## src/rtl/uart_pkg.sv

```systemverilog
// Shared UART definitions: frame width, default baud setup and FSM states.
package uart_pkg;

    localparam int DATA_BITS = 8;
    localparam int CLK_HZ    = 50_000_000;
    localparam int BAUD      = 115_200;

    // Divider convention shared with the transmitter: whole clk cycles per bit.
    function automatic int clks_per_bit(input int clk_hz, input int baud);
        return clk_hz / baud;
    endfunction

    localparam int CLKS_PER_BIT_DEF = clks_per_bit(CLK_HZ, BAUD);

    typedef enum logic [2:0] {
        IDLE,
        START,
        DATA,
        STOP,
        BREAK
    } uart_state_e;

endpackage

```

## src/rtl/uart_rx_if.sv

```systemverilog
// Receiver-side bundle: serial line in, byte and strobes out.
interface uart_rx_if;
    import uart_pkg::*;

    logic                 rx_serial;
    logic [DATA_BITS-1:0] dout;
    logic                 valid;
    logic                 frame_err;
    logic                 busy;

    // Line driver / byte consumer side.
    modport master (
        output rx_serial,
        input  dout,
        input  valid,
        input  frame_err,
        input  busy
    );

    // The receiver itself.
    modport slave (
        input  rx_serial,
        output dout,
        output valid,
        output frame_err,
        output busy
    );

endinterface

```

## src/rtl/uart_rx_sync_ff.sv

```systemverilog
// Flop chain for bringing an asynchronous single-bit input into the clk domain.
// Resets to RST_VAL so an idle-high line does not look like an edge out of reset.
module sync_ff
    import uart_pkg::*;
#(
    parameter int   STAGES  = 2,
    parameter logic RST_VAL = 1'b1
) (
    input  logic clk,
    input  logic rst,
    input  logic d_i,
    output logic q_o
);

    logic [STAGES-1:0] sync_q;

    // Shift the raw input through the chain; the last stage is the safe copy.
    always_ff @(posedge clk) begin
        if (!rst) begin
            sync_q <= {STAGES{RST_VAL}};
        end else begin
            sync_q <= {sync_q[STAGES-2:0], d_i};
        end
    end

    assign q_o = sync_q[STAGES-1];

endmodule

```

## src/rtl/uart_rx.sv

```systemverilog
// 8N1 UART receiver: mid-bit sampling via clock-count divider, LSB first.
// Emits a one-cycle valid with each good byte and a one-cycle frame_err when
// the stop bit is low; a line held low afterwards parks in BREAK until it rises.
module uart_rx
    import uart_pkg::*;
#(
    parameter int CLKS_PER_BIT = CLKS_PER_BIT_DEF,
    parameter int HALF_BIT     = (CLKS_PER_BIT - 1) / 2,
    parameter int SYNC_STAGES  = 2
) (
    input  logic     clk,
    input  logic     rst,
    uart_rx_if.slave bus
);

    localparam int CNT_W = $clog2(CLKS_PER_BIT);
    localparam int IDX_W = $clog2(DATA_BITS);

    localparam logic [CNT_W-1:0] HALF_CNT = CNT_W'(HALF_BIT);
    localparam logic [CNT_W-1:0] LAST_CNT = CNT_W'(CLKS_PER_BIT - 1);
    localparam logic [IDX_W-1:0] LAST_IDX = IDX_W'(DATA_BITS - 1);

    // Reject configurations the divider cannot honour.
    if (CLKS_PER_BIT < 4) begin : g_bad_cpb
        $error("uart_rx: CLKS_PER_BIT must be at least 4");
    end
    if (HALF_BIT < 0 || HALF_BIT >= CLKS_PER_BIT) begin : g_bad_half
        $error("uart_rx: HALF_BIT must lie within one bit period");
    end
    if (SYNC_STAGES < 2 || SYNC_STAGES > 3) begin : g_bad_sync
        $error("uart_rx: SYNC_STAGES must be 2 or 3");
    end

    logic rx_s;

    sync_ff #(
        .STAGES  (SYNC_STAGES),
        .RST_VAL (1'b1)
    ) u_sync (
        .clk (clk),
        .rst (rst),
        .d_i (bus.rx_serial),
        .q_o (rx_s)
    );

    uart_state_e          state_q;
    logic [CNT_W-1:0]     div_q;
    logic [IDX_W-1:0]     bit_idx_q;
    logic [DATA_BITS-1:0] shift_q;
    logic [DATA_BITS-1:0] dout_q;
    logic                 valid_q;
    logic                 ferr_q;
    logic                 busy_q;

    logic div_half_d;
    logic div_last_d;

    // Divider terminal counts: start-bit recheck and full bit period.
    always_comb begin
        div_half_d = (div_q == HALF_CNT);
        div_last_d = (div_q == LAST_CNT);
    end

    // Frame FSM with registered strobes; the divider clears on every state
    // change and every bit sample so each bit is timed from the previous one.
    always_ff @(posedge clk) begin
        if (!rst) begin
            state_q   <= IDLE;
            div_q     <= '0;
            bit_idx_q <= '0;
            shift_q   <= '0;
            dout_q    <= '0;
            valid_q   <= 1'b0;
            ferr_q    <= 1'b0;
            busy_q    <= 1'b0;
        end else begin
            valid_q <= 1'b0;
            ferr_q  <= 1'b0;
            case (state_q)
                IDLE: begin
                    if (!rx_s) begin
                        state_q <= START;
                        div_q   <= '0;
                        busy_q  <= 1'b1;
                    end
                end
                START: begin
                    if (div_half_d) begin
                        div_q <= '0;
                        if (!rx_s) begin
                            state_q   <= DATA;
                            bit_idx_q <= '0;
                        end else begin
                            // Too short to be a start bit: treat as a glitch.
                            state_q <= IDLE;
                            busy_q  <= 1'b0;
                        end
                    end else begin
                        div_q <= div_q + 1'b1;
                    end
                end
                DATA: begin
                    if (div_last_d) begin
                        div_q              <= '0;
                        shift_q[bit_idx_q] <= rx_s;
                        bit_idx_q          <= bit_idx_q + 1'b1;
                        if (bit_idx_q == LAST_IDX) begin
                            state_q <= STOP;
                        end
                    end else begin
                        div_q <= div_q + 1'b1;
                    end
                end
                STOP: begin
                    if (div_last_d) begin
                        div_q <= '0;
                        if (rx_s) begin
                            // Back to IDLE at mid-stop so a start bit that
                            // follows with no idle gap is still caught.
                            dout_q  <= shift_q;
                            valid_q <= 1'b1;
                            state_q <= IDLE;
                            busy_q  <= 1'b0;
                        end else begin
                            ferr_q  <= 1'b1;
                            state_q <= BREAK;
                        end
                    end else begin
                        div_q <= div_q + 1'b1;
                    end
                end
                BREAK: begin
                    // Hold off until the line releases, so a long low is not
                    // decoded as a string of zero bytes.
                    if (rx_s) begin
                        state_q <= IDLE;
                        div_q   <= '0;
                        busy_q  <= 1'b0;
                    end
                end
                default: begin
                    state_q <= IDLE;
                    div_q   <= '0;
                    busy_q  <= 1'b0;
                end
            endcase
        end
    end

    assign bus.dout      = dout_q;
    assign bus.valid     = valid_q;
    assign bus.frame_err = ferr_q;
    assign bus.busy      = busy_q;

endmodule

```

## src/flat_wrapper.sv

```systemverilog
// flat-port wrapper written by rule: the top's interface ports become plain ports
module uart_rx_flat import uart_pkg::*;
#(
    parameter int CLKS_PER_BIT = CLKS_PER_BIT_DEF,
    parameter int HALF_BIT     = (CLKS_PER_BIT - 1) / 2,
    parameter int SYNC_STAGES  = 2
)
  (clk, rst, bus_rx_serial, bus_dout, bus_valid, bus_frame_err, bus_busy);
  uart_rx_if bus_i ();
  input  logic clk;
  input  logic rst;
  input wire logic [$bits(bus_i.rx_serial)-1:0] bus_rx_serial;
  output wire logic [$bits(bus_i.dout)-1:0] bus_dout;
  output wire logic [$bits(bus_i.valid)-1:0] bus_valid;
  output wire logic [$bits(bus_i.frame_err)-1:0] bus_frame_err;
  output wire logic [$bits(bus_i.busy)-1:0] bus_busy;
  assign bus_i.rx_serial = bus_rx_serial;
  assign bus_dout = bus_i.dout;
  assign bus_valid = bus_i.valid;
  assign bus_frame_err = bus_i.frame_err;
  assign bus_busy = bus_i.busy;
  uart_rx #(.CLKS_PER_BIT(CLKS_PER_BIT), .HALF_BIT(HALF_BIT), .SYNC_STAGES(SYNC_STAGES)) u_core (.clk(clk), .rst(rst), .bus(bus_i));
endmodule
```

## config.mk

```make
export PLATFORM = sky130hd
export DESIGN_NAME = uart_rx_flat
export DESIGN_NICKNAME = d
export VERILOG_FILES = /design/src/rtl/uart_pkg.sv /design/src/rtl/uart_rx_if.sv /design/src/rtl/uart_rx_sync_ff.sv /design/src/rtl/uart_rx.sv /design/src/flat_wrapper.sv
export SDC_FILE = /design/constraint.sdc
export NUM_CORES = 1
export LEC_CHECK = 0
export ABC_CLOCK_PERIOD_IN_PS = 2300
export CORE_ASPECT_RATIO = 0.9
export CORE_MARGIN = 2
export CORE_UTILIZATION = 57
export DETAILED_ROUTE_END_ITERATION = 8
export PLACE_DENSITY = 0.78
export SETUP_SLACK_MARGIN = 0.3
export SLEW_MARGIN = 20
export SYNTH_ARGS = -nofsm -noshare
export SYNTH_HDL_FRONTEND = slang
export SYNTH_HIERARCHICAL = 1
export SYNTH_SLANG_ARGS = --single-unit
```

## constraint.sdc

```tcl
create_clock -name clk -period 2.3 [get_ports clk]
set_input_delay 0.345 -clock clk [delete_from_list [all_inputs] [get_ports clk]]
set_output_delay 0.345 -clock clk [all_outputs]
set_load 0.05 [all_outputs]
```

* Yosys cells after proc, flatten, opt, wreduce, memory -nomap -nowiden *
Index checks and enable logic that the tools add are counted.

operators by class
  reduce and logical (&&, ||, !) cells = 11
  mux-type cells = 28
  order comparisons = 2
  $add $sub $neg = 2
  equal/unequal tests = 14
  bitwise logic cells = 1

operators by type and width
  cell                 count
  $mux 9               4
  $pmux 9 s4           1
  $mux 3               10
  $pmux 3 s5           1
  $add 9x1->9 const B  1
  $eq 9x8->1 const B   1
  $eq 9x9->1 const B   1
  $bwmux 8             1
  $ne 2x1->1 const B   4
  $reduce_and 4->1     2
  $mux 1               7
  $eq 3x2->1 const B   2
  $eq 3x3->1 const B   2
  $ne 2x2->1 const B   3
  $pmux 3 s2           1
  $reduce_and 3->1     2
  $reduce_and 6->1     1
  $pmux 1 s5           1
  $lt 3x4->1 const B   1
  $reduce_and 2->1     2
  $add 3x1->3 const B  1
  $demux 1 s3          1
  $eq 3x1->1 const B   1
  $ge 3x1->1 const B   1
  6 further kinds      6

word-level totals
  register bits = 36
  bits of input ports = 3
  output and inout bits = 11
  logic and storage cells = 67

* Logic depth before layout (Yosys ltp) *
  word-level depth = 5
  depth in mapped cells = 7
  mapped depth without buffers = 6

* Hierarchy *
The synthesis kept the hierarchy.

modules (own cells, without submodules)
  module   area an instance (um2)  sequential area each (um2)  times used  cells each
  uart_rx  1720.4                  680.7                       1           198
  sync_ff  52.6                    40.0                        1           4

* Least setup slack after synthesis *
No wires, ideal clock.

  kind = register to register
  start point = register u_core.div_q[0]
  end point = register u_core.shift_q[4]
  cell stages (with the launch flop) = 6
  period minus slack after synthesis = 1733 ps
  buffers on the path = 0
  data arrival time = 1662 ps
  required time = 2230 ps
  setup slack = 567 ps
  cell sequence = dfxtp_1 > ha_1 > nand4b_1 > or4_4 > or3_1 > a21oi_1

on the way
  cells in the longest elaborated chain, start to end = 2

RTL lines
  element                            line            source
  start, declared                    uart_rx.sv:47   logic [CNT_W-1:0] div_q;
  start signal, assigned             uart_rx.sv:99   div_q <= div_q + 1'b1;
  start signal, assigned             uart_rx.sv:111  div_q <= div_q + 1'b1;
  start signal, assigned             uart_rx.sv:129  div_q <= div_q + 1'b1;
  $eq 9x9->1                         uart_rx.sv:61   div_last_d = (div_q == LAST_CNT);
  $reduce_and 2->1 (no source line)  n/a
  end signal, assigned by index      uart_rx.sv:105  shift_q[bit_idx_q] <= rx_s;
  end, declared                      uart_rx.sv:49   logic [DATA_BITS-1:0] shift_q;

No other way between the ends.
A chain may end at the register's enable or synchronous reset.

* Worst setup path after layout *
  start point = register u_core.div_q[1]
  end point = register u_core.shift_q[4]

Same word-level chain as after synthesis.

==> key figures <==
Die
  • Starting density of the core: 0.587
  • Row cnt: 19
  • Die Wd: 62.8 um
  • Die Ht: 56.9 um
  • CORE AREA: 3020 um2
  • I/O pins: 14
  • Die ar.: 3570 um2

STA
  • Min cycle time layout: 1.95 ns
  • Hold slack: 0.425 ns
  • RSZ-0062 raised after global routing: no
  • Rel. slew slack: 0.665
  • Fmax: 513 MHz
  • Final worst path period share: 0.847
  • Setup WS post-layout: 0.352 ns
  • Final setup violation count: 0
  • Max Slew Vio Count: 0
  • Final hold violations: 0
  • Setup_tns: 0 ns
  • Worst-Margin Slew: 0.490 ns
  • Clk_skew: 0.00786 ns

Clock network
  • CTS Buf Count: 5
  • Clk pin slew, worst setup/hold paths: 0.10 ns
  • # clock sinks: 36
  • Root Driver: clkbuf_4
  • H-tree depth: 2
  • Post-CTS Hold Buffers: 0
  • CTS tree: yes
  • Clock Path Buffers: 2
  • Worst-Skew Late Latency: 0.34 ns

Drt
  • # DRC: 0
  • Vias: 1535
  • Post-DR wirelength/cell: 15.2 um
  • First-pass detailed-route iteration total: 4
  • WL final: 3.88 mm
  • ANT nets after route: 0
  • Iteration-0 DRC count of the detailed router: 90
  • Via-to-Cell Ratio: 6.00

Power
  • Worst VDD drop: 444 uV
  • Pwr/cell area: 512 nW/um2
  • Final Power: 1020 uW
  • Static leakage: 0.000672 uW

Hold path
  • HP Class: reg2reg

Global routing
  • Met1 usage: 0.299
  • GRT met3 Usage: 0.0501
  • Initial antenna violation count: 0
  • Met2 Use GR: 0.392
  • Total global routing overflow: 0
  • Vias in the first global route: 1475
  • Gr usage total: 0.239
  • First-pass GRT wire length: 6.71 mm
  • Largest net degree at the start of global routing: 17
  • Most Crowded Layer GR: met2

Yosys
  • EDFF count, synth: 0
  • Yosys cell types: 41
  • Synth Warn #: 6
  • Post-synth top flop: dfxtp_1
  • Gate Count Post-Synth: 202
  • Post-synth net total: 210
  • Syn Area/Cell: 8.78 um2
  • Sequential area share after synthesis: 0.406
  • Post-synth ARST share: 0
  • Yosys reg bits: 36
  • Post-Syn Area: 1770 um2

Placement
  • Routability Congestion: 0.807
  • I/O Buffers: 13
  • Dpl ws: 0.347 ns
  • Post-DP HPWL: 2.64 mm

Final layout
  • Final Util: 0.659
  • Syn-to-layout area delta: 12.3%
  • Layout cells sized above 1: 0.112
  • Final layout net count: 222
  • Antenna Cells: 0

Worst setup path
  • Reg2Reg Setup Slack: 0.35 ns
  • Crit path max fanout: 5
  • Slowest cell on the critical path: or4_4
  • CP Data Arrival Time: 2.22 ns
  • Critical path launch point type: flop
  • Crit path largest cell delay: 0.59 ns
  • Crit Path Class: reg2reg
  • Crit path cell chain: inv_1, ha_1, nand4b_1, or4_4, or3_1, a21oi_1
  • WP data required: 2.58 ns
  • Crit. End Element: flop

Flow run
  • Maxcap violations: 0

Status
  • Status: finished, final reports clean
## worst paths after layout
| check | from | end | cells past startpoint |
|---|---|---|---|
| max | u_core/div_q[1]$_SDFFE_PN0P_ | u_core/shift_q[4]$_SDFFE_PN0P_ | 6 |
| min | u_core/u_sync/sync_q[0]$_SDFF_PN1_ | u_core/u_sync/sync_q[1]$_SDFF_PN1_ | 1 |
| max reg2reg | u_core/div_q[1]$_SDFFE_PN0P_ | u_core/shift_q[4]$_SDFFE_PN0P_ | 6 |
| min reg2reg | u_core/u_sync/sync_q[0]$_SDFF_PN1_ | u_core/u_sync/sync_q[1]$_SDFF_PN1_ | 1 |
## registers in the layout, summed over array words and instances (netlist names)
register              count
u_core/div_q              9
u_core/bus.valid          1
u_core/state_q            3
u_core/bit_idx_q          3
u_core/bus.dout           8
u_core/shift_q            8
u_core/u_sync/sync_q      2
u_core/bus.busy           1
u_core/bus.frame_err      1
## cell usage after synthesis (all sizes together) (2+ instances only)
cell / count / area (um2)
nand4: 6 / 37.5
nand4b: 4 / 35.0
clkbuf: 7 / 26.3
nand2: 17 / 63.8
and2: 4 / 25.0
nor3: 3 / 20.0
or4: 2 / 18.8
ha: 5 / 62.6
nand2b: 5 / 31.3
buf: 6 / 42.5
nor2b: 3 / 18.8
or3: 3 / 18.8
o21ai: 8 / 40.0
nor2: 19 / 71.3
a31oi: 2 / 12.5
o31ai: 3 / 22.5
a211oi: 4 / 30.0
o22ai: 5 / 31.3
inv: 9 / 33.8
xnor2: 2 / 17.5
or3b: 3 / 26.3
dfxtp: 36 / 721
nand3: 4 / 20.0
and4bb: 2 / 25.0
mux2i: 12 / 120
a21oi: 16 / 80.1
nor4: 2 / 12.5
## layer usage
layer,vias up,wire (um)
li1,742,-
met1,709,1670
met2,73,1810
met3,11,321
met4,0,80
met5,-,0
## kinds of logic after synthesis
family                     synth area share
buffers and inverters                0.0579
adders and majority gates            0.0409
AOI/OAI and AO/OA                     0.136
and+or+nand+nor                       0.276
DFF                                   0.406
xor gates and xnor gates             0.0148
muxes                                0.0678
## metrics by stage
| stage | area [um2] | std cells |
|---|---|---|
| finish | 1990 | 256 |
| CTS | 1960 | 255 |
| floorplan | 1770 | 202 |
| global route | 1990 | 256 |
| detailed placement | 1920 | 248 |
| global placement | 1920 | 248 |
## what timing repair did
action,CTS,global route
setup buffers,0,1
setup endpoints to repair,0,12
resized for setup,0,5
## worst max-delay path, delay by kind of cell (launching register included)
kind	cells	cell delay [ns]
AND/OR/NAND/NOR	3	1.15
buffers and inverters	1	0.09
AO/OA/AOI/OAI	1	0.14
adder cells (fa/ha/maj)	1	0.17
flip-flops	1	0.35
## area by class of cell
type	count	area (um2)
clock buffer	6	41.3
multi-input combinational	144	967
clock inverter	1	5.00
tap	42	52.6
timing repair buffer	18	168
sequential	36	723
inverter	9	33.8
fill	269	1030
## cell usage in the layout, fill, tap and decap left out, drive strengths merged, types with 2 or more instances in the layout
| cell type | netlist | routed |
|---|---|---|
| o21ai | 8 | 8 |
| clkdlybuf4s50 | 0 | 13 |
| a211oi | 4 | 4 |
| or4 | 2 | 2 |
| a21oi | 16 | 16 |
| dfxtp | 36 | 36 |
| mux2i | 12 | 12 |
| inv | 9 | 9 |
| or3b | 3 | 3 |
| nor2 | 19 | 19 |
| o22ai | 5 | 5 |
| o31ai | 3 | 3 |
| nand3 | 4 | 4 |
| buf | 6 | 5 |
| nor2b | 3 | 3 |
| nor4 | 2 | 2 |
| nand2 | 17 | 17 |
| or3 | 3 | 3 |
| and2 | 4 | 4 |
| nor3 | 3 | 3 |
| ha | 5 | 5 |
| nand4b | 4 | 4 |
| xnor2 | 2 | 2 |
| clkbuf | 7 | 6 |
| and4bb | 2 | 2 |
| a31oi | 2 | 2 |
| nand4 | 6 | 6 |
| nand2b | 5 | 5 |
## power by group
part           switching [uW]  internal (uW)
combinational            46.6           26.6
clock                     191            113
sequential               11.3            630
total                     249            770
Power figures use the tool's default switching activity.
